## src/rtl/johnson_phase_monitor_pkg.sv

```systemverilog
// Shared types and the Johnson code table for the phase monitor and its decoder.
package johnson_pkg;

    localparam int JOHNSON_PHASES = 8;

    typedef enum logic [1:0] {
        MON_IDLE  = 2'd0,
        MON_TRACK = 2'd1,
        MON_FAULT = 2'd2
    } mon_state_t;

    // Index i holds the 4-bit Johnson code for phase i.
    localparam logic [3:0] JOHNSON_SEQ [JOHNSON_PHASES] = '{
        4'b0000, 4'b1000, 4'b1100, 4'b1110,
        4'b1111, 4'b0111, 4'b0011, 4'b0001
    };

    function automatic logic [JOHNSON_PHASES-1:0] phase_to_onehot(input logic [2:0] idx);
        return JOHNSON_PHASES'(1) << idx;
    endfunction

endpackage

```

## src/rtl/johnson_phase_monitor_if.sv

```systemverilog
// Count-bus input and decoded phase/status outputs of the Johnson phase monitor.
interface johnson_phase_monitor_if #(
    parameter int REV_W = 8,
    parameter int ERR_W = 4
);
    logic             sample_en;
    logic [3:0]       count_in;
    logic [7:0]       phase_onehot;
    logic [2:0]       phase_idx;
    logic             phase_valid;
    logic             illegal_code;
    logic             seq_error;
    logic             stall;
    logic [REV_W-1:0] rev_count;
    logic             rev_wrap;
    logic [ERR_W-1:0] err_count;

    modport master (
        output sample_en, count_in,
        input  phase_onehot, phase_idx, phase_valid, illegal_code, seq_error,
               stall, rev_count, rev_wrap, err_count
    );

    modport slave (
        input  sample_en, count_in,
        output phase_onehot, phase_idx, phase_valid, illegal_code, seq_error,
               stall, rev_count, rev_wrap, err_count
    );
endinterface

```

## src/rtl/johnson_phase_monitor_decode.sv

```systemverilog
// Combinational Johnson code decoder: table lookup to phase index plus legality flag.
module johnson_decode
    import johnson_pkg::*;
(
    input  logic [3:0] code_i,
    output logic [2:0] idx_o,
    output logic       legal_o
);
    always_comb begin
        idx_o   = '0;
        legal_o = 1'b0;
        for (int i = 0; i < JOHNSON_PHASES; i++) begin
            if (code_i == JOHNSON_SEQ[i]) begin
                idx_o   = 3'(i);
                legal_o = 1'b1;
            end
        end
    end
endmodule

```

## src/rtl/johnson_phase_monitor.sv

```systemverilog
// Tracks a Johnson count bus: phase decode, sequence/legality checking,
// stall detection, revolution and error counting. All outputs registered.
module johnson_phase_monitor
    import johnson_pkg::*;
#(
    parameter int REV_W     = 8,
    parameter int ERR_W     = 4,
    parameter int STALL_MAX = 16
) (
    input  logic                    clk,
    input  logic                    clear,
    johnson_phase_monitor_if.slave  mon
);
    localparam int HOLD_W = (STALL_MAX > 0) ? $clog2(STALL_MAX + 1) : 1;
    localparam logic [HOLD_W-1:0] HOLD_MAX = HOLD_W'(STALL_MAX);

    logic [2:0] dec_idx;
    logic       dec_legal;

    johnson_decode u_decode (
        .code_i  (mon.count_in),
        .idx_o   (dec_idx),
        .legal_o (dec_legal)
    );

    mon_state_t        state_q, state_d;
    logic [2:0]        idx_q, idx_d;
    logic [HOLD_W-1:0] hold_q, hold_d;
    logic              stall_q, stall_d;
    logic [REV_W-1:0]  rev_q, rev_d;
    logic              wrap_q, wrap_d;
    logic [ERR_W-1:0]  err_q, err_d;
    logic              ill_q, ill_d;
    logic              seq_q, seq_d;
    logic [2:0]        idx_succ;

    assign idx_succ = idx_q + 3'd1;

    always_comb begin
        state_d = state_q;
        idx_d   = idx_q;
        hold_d  = hold_q;
        stall_d = stall_q;
        rev_d   = rev_q;
        err_d   = err_q;
        wrap_d  = 1'b0;
        ill_d   = 1'b0;
        seq_d   = 1'b0;
        if (mon.sample_en) begin
            case (state_q)
                MON_IDLE, MON_FAULT: begin
                    if (dec_legal) begin
                        state_d = MON_TRACK;
                        idx_d   = dec_idx;
                        hold_d  = '0;
                        stall_d = 1'b0;
                    end else begin
                        state_d = MON_FAULT;
                        ill_d   = 1'b1;
                    end
                end
                MON_TRACK: begin
                    if (!dec_legal) begin
                        state_d = MON_FAULT;
                        ill_d   = 1'b1;
                        hold_d  = '0;
                        stall_d = 1'b0;
                    end else if (dec_idx == idx_q) begin
                        // Hold count saturates so stall stays asserted for long holds.
                        if (STALL_MAX > 0) begin
                            if (hold_q != HOLD_MAX) hold_d = hold_q + HOLD_W'(1);
                            stall_d = (hold_d == HOLD_MAX);
                        end
                    end else if (dec_idx == idx_succ) begin
                        idx_d   = dec_idx;
                        hold_d  = '0;
                        stall_d = 1'b0;
                        if (idx_q == 3'd7) begin
                            rev_d  = rev_q + REV_W'(1);
                            wrap_d = (rev_q == '1);
                        end
                    end else begin
                        seq_d   = 1'b1;
                        idx_d   = dec_idx;
                        hold_d  = '0;
                        stall_d = 1'b0;
                    end
                end
                default: state_d = MON_IDLE;
            endcase
            if ((ill_d || seq_d) && (err_q != '1)) err_d = err_q + ERR_W'(1);
        end
    end

    always_ff @(posedge clk) begin
        if (clear) begin
            state_q <= MON_IDLE;
            idx_q   <= '0;
            hold_q  <= '0;
            stall_q <= 1'b0;
            rev_q   <= '0;
            wrap_q  <= 1'b0;
            err_q   <= '0;
            ill_q   <= 1'b0;
            seq_q   <= 1'b0;
        end else begin
            state_q <= state_d;
            idx_q   <= idx_d;
            hold_q  <= hold_d;
            stall_q <= stall_d;
            rev_q   <= rev_d;
            wrap_q  <= wrap_d;
            err_q   <= err_d;
            ill_q   <= ill_d;
            seq_q   <= seq_d;
        end
    end

    assign mon.phase_valid  = (state_q == MON_TRACK);
    assign mon.phase_onehot = (state_q == MON_TRACK) ? phase_to_onehot(idx_q) : '0;
    assign mon.phase_idx    = idx_q;
    assign mon.illegal_code = ill_q;
    assign mon.seq_error    = seq_q;
    assign mon.stall        = stall_q;
    assign mon.rev_count    = rev_q;
    assign mon.rev_wrap     = wrap_q;
    assign mon.err_count    = err_q;

endmodule
```

## src/flat_wrapper.sv

```systemverilog
// flat-port wrapper written by rule: the top's interface ports become plain ports
module johnson_phase_monitor_flat import johnson_pkg::*;
#(
    parameter int REV_W     = 8,
    parameter int ERR_W     = 4,
    parameter int STALL_MAX = 16
)
  (clk, clear, mon_sample_en, mon_count_in, mon_phase_onehot, mon_phase_idx, mon_phase_valid, mon_illegal_code, mon_seq_error, mon_stall, mon_rev_count, mon_rev_wrap, mon_err_count);
  johnson_phase_monitor_if #(.REV_W(REV_W), .ERR_W(ERR_W)) mon_i ();
  input  logic clk;
  input  logic clear;
  input wire logic [$bits(mon_i.sample_en)-1:0] mon_sample_en;
  input wire logic [$bits(mon_i.count_in)-1:0] mon_count_in;
  output wire logic [$bits(mon_i.phase_onehot)-1:0] mon_phase_onehot;
  output wire logic [$bits(mon_i.phase_idx)-1:0] mon_phase_idx;
  output wire logic [$bits(mon_i.phase_valid)-1:0] mon_phase_valid;
  output wire logic [$bits(mon_i.illegal_code)-1:0] mon_illegal_code;
  output wire logic [$bits(mon_i.seq_error)-1:0] mon_seq_error;
  output wire logic [$bits(mon_i.stall)-1:0] mon_stall;
  output wire logic [$bits(mon_i.rev_count)-1:0] mon_rev_count;
  output wire logic [$bits(mon_i.rev_wrap)-1:0] mon_rev_wrap;
  output wire logic [$bits(mon_i.err_count)-1:0] mon_err_count;
  assign mon_i.sample_en = mon_sample_en;
  assign mon_i.count_in = mon_count_in;
  assign mon_phase_onehot = mon_i.phase_onehot;
  assign mon_phase_idx = mon_i.phase_idx;
  assign mon_phase_valid = mon_i.phase_valid;
  assign mon_illegal_code = mon_i.illegal_code;
  assign mon_seq_error = mon_i.seq_error;
  assign mon_stall = mon_i.stall;
  assign mon_rev_count = mon_i.rev_count;
  assign mon_rev_wrap = mon_i.rev_wrap;
  assign mon_err_count = mon_i.err_count;
  johnson_phase_monitor #(.REV_W(REV_W), .ERR_W(ERR_W), .STALL_MAX(STALL_MAX)) u_core (.clk(clk), .clear(clear), .mon(mon_i));
endmodule
```

## config.mk

```make
export PLATFORM = sky130hd
export DESIGN_NAME = johnson_phase_monitor_flat
export DESIGN_NICKNAME = d
export VERILOG_FILES = /design/src/rtl/johnson_phase_monitor_pkg.sv /design/src/rtl/johnson_phase_monitor_if.sv /design/src/rtl/johnson_phase_monitor_decode.sv /design/src/rtl/johnson_phase_monitor.sv /design/src/flat_wrapper.sv
export SDC_FILE = /design/constraint.sdc
export NUM_CORES = 1
export LEC_CHECK = 0
export ABC_AREA = 1
export CAP_MARGIN = 10
export CELL_PAD_IN_SITES_DETAIL_PLACEMENT = 0
export CELL_PAD_IN_SITES_GLOBAL_PLACEMENT = 1
export CORE_MARGIN = 10
export CORE_UTILIZATION = 39
export CTS_CLUSTER_SIZE = 12
export DETAILED_ROUTE_END_ITERATION = 10
export PLACE_DENSITY = 0.82
export REMOVE_ABC_BUFFERS = 1
export SYNTH_ARGS = -nofsm -noshare
export SYNTH_HDL_FRONTEND = slang
export SYNTH_SLANG_ARGS = --single-unit
```

## constraint.sdc

```tcl
create_clock -name clk -period 4.4 [get_ports clk]
set_input_delay 0.66 -clock clk [delete_from_list [all_inputs] [get_ports clk]]
set_output_delay 0.66 -clock clk [all_outputs]
set_load 0.02 [all_outputs]
```

Word level (Yosys, flattened, before mapping)
Cells that the tools add are included.
{ "word_totals": {"n_memories": 0, "ram_bits": 0, "regBits": 26, "mem_bits_ro": 0, "latch_bits": 0, "word_cells": 98} }
{ "op_classes": {"reduce_logical": 14, "muxes": 44, "multipliers": 0, "n_shift": 1, "n_eq_ne": 20, "div": 0, "order_cmp": 0, "bitwise_logic": 6, "addsub": 4} }
{ "op_table": {"columns": ["operator", "n"], "rows": [
  ["$mux 5", 8],
  ["$mux 3", 9],
  ["$mux 1", 20],
  ["$eq 4x4->1 const B", 4],
  ["$pmux 5 s2", 1],
  ["$add 8x1->8 const B", 1],
  ["$eq 8x8->1 const B", 1],
  ["$mux 8", 1],
  ["$shl 1x3->8 const A", 1],
  ["$reduce_or 7->1", 1],
  ["$eq 3x3->1", 2],
  ["$not 1->1", 6],
  ["$pmux 3 s2", 1],
  ["$reduce_and 6->1", 1],
  ["$add 5x1->5 const B", 1],
  ["$eq 5x5->1 const B", 1],
  ["$ne 5x5->1 const B", 1],
  ["$reduce_and 5->1", 1],
  ["$add 4x1->4 const B", 1],
  ["$eq 4x1->1 const B", 1],
  ["$eq 4x2->1 const B", 1],
  ["$eq 4x3->1 const B", 1],
  ["$logic_not 4->1", 1],
  ["$mux 2", 2],
  ["17 further kinds", 21]
]} }

Logic depth before layout (Yosys ltp)
Gate-level depths: netlist of the first run.
{ "depth": {"ltp_word": 17, "depth_mapped": 14, "ltp_nobuf": 13} }

Cells and area by module
From an unflattened synthesis of the first run, not the netlist that was laid out.
{ "hier_totals": {"cells_unflattened": 245, "hier_area_um2": 1625.3} }
{ "modules_own_cells": {"columns": ["mod", "area_each_um2", "seq_area_each_um2", "instances", "cells_per_inst"], "rows": [
  ["johnson_phase_monitor", 1521.5, 520.5, 1, 221],
  ["johnson_decode", 103.8, 0.0, 1, 24]
]} }

Worst setup path after synthesis of the first run
OpenSTA, ideal clock, no wires.
{ "synth_timing": {"kind": "flip-flop to output port", "from": "register u_core.idx_q[0], in the netlist u_core.mon.phase_idx[0]", "to": "output mon_phase_onehot[2]", "path_stages_with_launch": 5, "setup_slack_ns": 2.505, "path_buffers": 0, "t_arrival_ns": 1.235, "required_ns": 3.740, "cell_sequence": "dfxtp_1 inv_1 ha_1 inv_1 nor3_1"} }
{ "synth_via": {"elab_chain_cells": 2} }
{ "synth_lines": {"columns": ["element", "line_no", "source"], "rows": [
  ["start, declared", "johnson_phase_monitor.sv:27", "logic [2:0] idx_q, idx_d;"],
  ["start signal, assigned", "johnson_phase_monitor.sv:108", "idx_q <= idx_d;"],
  ["$shl 1x3->8", "johnson_phase_monitor_pkg.sv:19", "return JOHNSON_PHASES'(1) << idx;"],
  ["$mux 8", "johnson_phase_monitor.sv:120", "assign mon.phase_onehot = (state_q == MON_TRACK) ? phase_to_onehot(idx_q) : '0;"],
  ["end, declared", "flat_wrapper.sv:14", "output wire logic [$bits(mon_i.phase_onehot)-1:0] mon_phase_onehot;"]
]} }
No other way between the ends.

Worst setup path in the final report of the first run
{ "layout_timing": {"from": "register u_core.idx_q[0], in the netlist u_core.mon.phase_idx[0]", "to": "output mon_phase_onehot[7]"} }
The elaborated chain is that of the path after synthesis.

==> impl_metrics.csv, run 1 <==
group,metric,value,unit
outcome,outcome,"finished, final reports clean",
timing,drv_slew,0,
floorplanning,io_pins,35,
logic_synthesis,synth_cells,240,
setup_path,path_class,"flop to output pin",
global_routing,grt_pass1_vias,1533,
power_and_ir_drop,power.density,268,nW/um^2
cts,htreeDepth,1,
run,cap_violations,0,
logic_synthesis,netlist_area,1690,um^2
cts,cts-root-buf,"clkbuf_8",
drt,totalWireLength,3960,um
min_path,worst_hold_path_type,"flop to flop",
logic_synthesis,yosysTopAreaCell,"dfxtp_1",
min_path,hold_depth,2,
timing,worst_slew_pin_slew,0.542,ns
global_routing,grt_first_pass_wirelength,6880,um
setup_path,end_kind,"output pin",
cts,cts_tree,"done",
final_layout,n_fill_cell,436,
drt,wl_per_cell,12.2,um
timing,rsz0062_at_grt,"no",
logic_synthesis,ys_warn_count,0,
cts,cts-resized-gates,0,
placement,portBuffers,34,
timing,clock.fmax,391,MHz
cts,cts.clk_slew.worst_paths,0.10,ns
final_layout,nets,292,
setup_path,worstPathRequired,3.74,ns
final_layout,syn2layout_area_growth,27.2,%
setup_path,reg2reg_depth,10,
drt,drtPass1Iterations,5,
cts,cts_buffers,3,
timing,finalSetupTns,0,ns
final_layout,insertedDiodeCount,0,
floorplanning,rows,23,
timing,relSlewSlack,63.7,%
cts,cts_sinks,26,
power_and_ir_drop,p_leak,0.000883,uW
placement,gp_congestion,0.816,
timing,period_needed,2.56,ns
timing,hold_viol,0,
cts,cts-root-to-sink-buffers,2,
floorplanning,die_w,85.8,um
placement,dp_hpwl,3140,um
logic_synthesis,ys_types,29,
drt,drc,0,
logic_synthesis,synth-main-ff-cell,"dfxtp_1",
logic_synthesis,ys_top_cells_by_area,"dfxtp_1, nand2_1, nand3_1",
logic_synthesis,synthArstFlopShare,0,%
setup_path,critical_path.max_fanout,6,
power_and_ir_drop,ir_worst_vdd,0.183,mV
global_routing,grt_max_degree,16,
cts,clk_latency,0.28,ns
floorplanning,die_h,85.8,um
logic_synthesis,seq_area_frac_synth,30.9,%
logic_synthesis,synth_top_area_share,30.9,%
drt,ant_nets,0,
setup_path,start_kind,"flop",
drt,vias_per_cell,4.89,
global_routing,track_usage,11.1,%
floorplanning,die-area,7350,um^2
timing,setup_violations,0,
cts,cts_hold_buf,0,
drt,drtIter0Drc,57,
timing,timing.hold.ws,0.470,ns
floorplanning,core_area,4090,um^2
logic_synthesis,synth_edf_count,0,
final_layout,layout-drive-gt1-share,10.6,%
cts,cts_setup_buffers,0,
global_routing,antenna_found_initial,0,
logic_synthesis,avgSynthCellArea,7.03,um^2
timing,period_share,58.1,%
setup_path,crit_arrival,1.90,ns
timing,finClkSkew,0.00479,ns
global_routing,overflow,0,
drt,vias,1583,
logic_synthesis,ys_ff_latch,26,
floorplanning,initial_utilization,41.3,%
## registers in the layout (all words and copies together), names as in the netlist
register                 cells
u_core.hold_q                5
u_core.mon.err_count         4
u_core.mon.illegal_code      1
u_core.mon.phase_idx         3
u_core.mon.rev_count         8
u_core.mon.rev_wrap          1
u_core.mon.seq_error         1
u_core.mon.stall             1
u_core.state_q               2
## cell usage after synthesis, types with 2 or more instances
| library cell | number |
|---|---|
| nand2_1 | 49 |
| nand3_1 | 30 |
| dfxtp_1 | 26 |
| inv_1 | 26 |
| a21oi_1 | 19 |
| nor2_1 | 17 |
| ha_1 | 10 |
| nor3_1 | 10 |
| nand2_2 | 8 |
| nand4_1 | 6 |
| xor2_1 | 6 |
| inv_2 | 5 |
| o21ai_0 | 4 |
| nand3_2 | 3 |
| xnor2_1 | 3 |
| clkbuf_1 | 2 |
| nand3b_1 | 2 |
| nor3_2 | 2 |
| o21ai_1 | 2 |
## path summary, 6_finish.rpt
| path | slack, ns | startpoint | end |
|---|---|---|---|
| worst max-delay path | 1.84 | u_core.mon.phase_idx[0]$_SDFFE_PP0P_ | mon_phase_onehot[7] |
| worst min-delay path | 0.47 | u_core.mon.stall$_SDFFE_PP0P_ | u_core.mon.stall$_SDFFE_PP0P_ |
| worst max register to register | 2.35 | u_core.mon.phase_idx[2]$_SDFFE_PP0P_ | u_core.mon.rev_count[7]$_SDFFE_PP0P_ |
| worst min register to register | 0.47 | u_core.mon.stall$_SDFFE_PP0P_ | u_core.mon.stall$_SDFFE_PP0P_ |
## cells by family after synthesis
family | Yosys count | synth area share, %
DFF | 26 | 30.9
buffers and inverters | 35 | 7.86
AOI/OAI and AO/OA | 27 | 8.38
xor gates and xnor gates | 9 | 4.67
and+or+nand+nor | 133 | 40.8
adders and majority gates | 10 | 7.42
## critical path: stages (launching register included)
cell	delay [ns]
dfxtp_1	0.46
ha_1	0.21
ha_1	0.14
inv_1	0.07
nor2_1	0.10
clkdlybuf4s50_1	0.63
## metal layers
metal | share of wire (%) | global-route usage, %
met1 | 47 | 13.3
met2 | 45 | 18.1
met3 | 6.7 | 4.35
met4 | 0.76 | 2.69
met5 | 0 | 0
## layout make-up
class | count | area [um^2] | area share, %
Tap cell | 50 | 62.6 | 2.92
Inverter | 31 | 116 | 5.43
Clock buffer | 3 | 41.3 | 1.93
Sequential cell | 26 | 520 | 24.3
Timing Repair Buffer | 34 | 340 | 15.9
Clock inverter | 1 | 30.0 | 1.40
Multi-Input combinational cell | 179 | 1030 | 48.2
## placed cells by master (no fill, tap or decap), types with 2 or more instances in the layout
cell type,Yosys,layout
a21oi_1,19,19
inv_2,5,5
nand2_2,8,8
ha_1,10,10
o21ai_1,2,2
xor2_1,6,6
nor2_1,17,17
dfxtp_1,26,26
nor3_1,10,10
nand4_1,6,6
inv_1,26,26
nand3_1,30,30
xnor2_1,3,3
nand3b_1,2,2
clkbuf_8,0,3
clkdlybuf4s50_1,0,34
nand3_2,3,3
o21ai_0,4,4
nor3_2,2,2
nand2_1,49,49
## through the flow
stage	worst slack (ns)	area (um^2)	std cells	power [uW]	util, %
finish	1.84	2140	324	574	52.5
global route	1.67	2140	324	609	52.5
CTS	1.82	2140	324	582	52.5
detailed placement	1.88	2070	320	377	50.7
global placement	1.89	2070	320	378	50.7
floorplan	2.51	1670	236	337	-
## power breakdown
part / internal [uW] / switching [uW]
Sequential: 242 / 9.27
Combinational: 42.1 / 77.3
Clock: 122 / 81.4
Power figures use the tool's default switching activity.
==> run 2: changes to the inputs <==
Settings changed: CORE_UTILIZATION 39 to 32, PLACE_DENSITY 0.82 to 0.72.
Clock period 4.4 ns to 2.1 ns, I/O delays scaled along.
==> impl_metrics.csv, run 2 (synthesis results as in run 1) <==
group,metric,value,unit
outcome,outcome,"finished, final reports clean",
timing,drv_slew,0,
global_routing,met2_usage,17.5,%
timing,finClkSkew,0.00175,ns
cts,clk_latency,0.27,ns
drt,wl_per_cell,11.8,um
placement,gp_congestion,0.789,
drt,drtIter0Drc,53,
drt,drc,0,
global_routing,overflow,0,
floorplanning,rows,26,
floorplanning,io_pins,35,
setup_path,path_depth,3,
power_and_ir_drop,ir_worst_vdd,0.204,mV
timing,hold_viol,0,
global_routing,track_usage,10.2,%
floorplanning,initial_utilization,33.0,%
floorplanning,die-area,8570,um^2
setup_path,worstPathRequired,1.78,ns
drt,ant_nets,0,
setup_path,regToRegSetupSlack,0.19,ns
setup_path,end_kind,"output pin",
timing,relSlewSlack,72.5,%
final_layout,layout-drive-gt1-share,14.1,%
cts,cts-root-to-sink-buffers,2,
run,cap_violations,0,
final_layout,largest_reg_flops,8,
drt,totalWireLength,4170,um
setup_path,crit_arrival,1.63,ns
setup_path,critPathBufInv,2,
cts,cts.clk_slew.worst_paths,0.09,ns
setup_path,path_class,"flop to output pin",
setup_path,path_cells,"nand2_2, inv_1, clkdlybuf4s50_1",
final_layout,insertedDiodeCount,0,
final_layout,final_common_cell,"nand2_1",
global_routing,grt_pass1_vias,1611,
timing,worst_slew_pin_slew,0.412,ns
setup_path,cp_top_family,"buffers and inverters",
placement,portBuffers,34,
global_routing,met1_usage,12.2,%
setup_path,reg2reg_depth,10,
global_routing,busiest_layer,"met2",
drt,drtPass1Iterations,4,
timing,clock.fmax,514,MHz
setup_path,r2r_end,"u_core.mon.rev_count[2]$_SDFFE_PP0P_",
setup_path,crit_start,"u_core.state_q[0]$_SDFFE_PP0P_",
min_path,worst_hold_path_type,"flop to flop",
cts,cts-root-buf,"clkbuf_8",
global_routing,grt_max_degree,14,
drt,vias,1643,
setup_path,critical_path.max_fanout,12,
setup_path,max_stage_delay,0.62,ns
floorplanning,core_area,5110,um^2
cts,cts_buffers,3,
power_and_ir_drop,power.density,489,nW/um^2
timing,period_needed,1.95,ns
power_and_ir_drop,p_leak,0.000958,uW
setup_path,start_kind,"flop",
final_layout,syn2layout_area_growth,30.9,%
setup_path,endpoint,"mon_phase_valid",
global_routing,use_met3,3.15,%
setup_path,slowest_stage,"clkdlybuf4s50_1",
power_and_ir_drop,finalPower,1080,uW
timing,finalSetupTns,0,ns
setup_path,timing.rr.start,"u_core.mon.phase_idx[0]$_SDFFE_PP0P_",
cts,cts_tree,"done",
cts,cts_sinks,26,
global_routing,antenna_found_initial,0,
cts,cts_hold_buf,0,
floorplanning,die_h,92.6,um
global_routing,grt_first_pass_wirelength,7390,um
timing,period_share,92.6,%
final_layout,nets,302,
cts,htreeDepth,1,
timing,setup_violations,0,
drt,vias_per_cell,4.65,
timing,rsz0062_at_grt,"no",
final_layout,mostFrequentLayoutCells,"nand2_1, nand3_1, inv_1, clkdlybuf4s50_1, dfxtp_1",
floorplanning,die_w,92.6,um
placement,dp_hpwl,3350,um
-- run 2: timing repair --
item,in CTS,in global routing
setup buffers,0,0
resized for setup,9,1
endpoints found under the setup margin,9,7
-- run 2: worst reg2reg max path: stages, from the launching register on --
cell and delay [ns]:
dfxtp_1 0.35, ha_1 0.23, ha_1 0.30, inv_1 0.07, nand4_1 0.10, nand2_1 0.14
nand4_4 0.16, nor2_8 0.20, nand3_1 0.14, nand2_1 0.08, nor2_1 0.04
-- run 2: power breakdown --
| group | switching (uW) | total, uW | internal, uW |
|---|---|---|---|
| combinational | 173 | 276 | 103 |
| sequential | 14.3 | 522 | 508 |
| clock | 154 | 282 | 129 |
| total | 341 | 1080 | 740 |
-- run 2: metal layers --
metal	up-vias	share of wire, %
met2	19	49
met4	0	0.72
met3	4	4.5
met5	-	0
met1	743	46
li1	877	-
-- run 2: cell type report --
class / count / area, um^2
fillers: 543 / 2900
well taps: 70 / 87.6
multi-input cells: 179 / 1040
flip-flops and latches: 26 / 522
inverters: 31 / 116
repair buffers: 44 / 405
clock buffers: 3 / 41.3
-- run 2: worst min-delay path by stage --
stage	start	endpoint	slack, ns	depth (start not counted)
6_report	u_core.mon.stall$_SDFFE_PP0P_	u_core.mon.stall$_SDFFE_PP0P_	0.47	2
5_1_grt	u_core.mon.stall$_SDFFE_PP0P_	u_core.mon.stall$_SDFFE_PP0P_	0.51	2
4_1_cts	u_core.mon.stall$_SDFFE_PP0P_	u_core.mon.stall$_SDFFE_PP0P_	0.47	2
3_5_place_dp	u_core.mon.stall$_SDFFE_PP0P_	u_core.mon.stall$_SDFFE_PP0P_	0.46	2
3_3_place_gp	u_core.mon.stall$_SDFFE_PP0P_	u_core.mon.stall$_SDFFE_PP0P_	0.46	2
2_1_floorplan	clear	u_core.hold_q[0]$_SDFFE_PP0P_	0.38	1
-- run 2: per-stage QoR --
stage	hold slack, ns	cells	util, %	instance area, um^2	setup slack [ns]
4_1_cts	0.469	353	43.2	2210	0.132
2_1_floorplan	0.384	236	-	1670	0.206
6_report	0.468	353	43.2	2210	0.155
3_3_place_gp	0.457	350	42.6	2170	-0.0214
3_5_place_dp	0.456	350	42.6	2170	-0.0327
5_1_grt	0.512	353	43.2	2210	0.0112
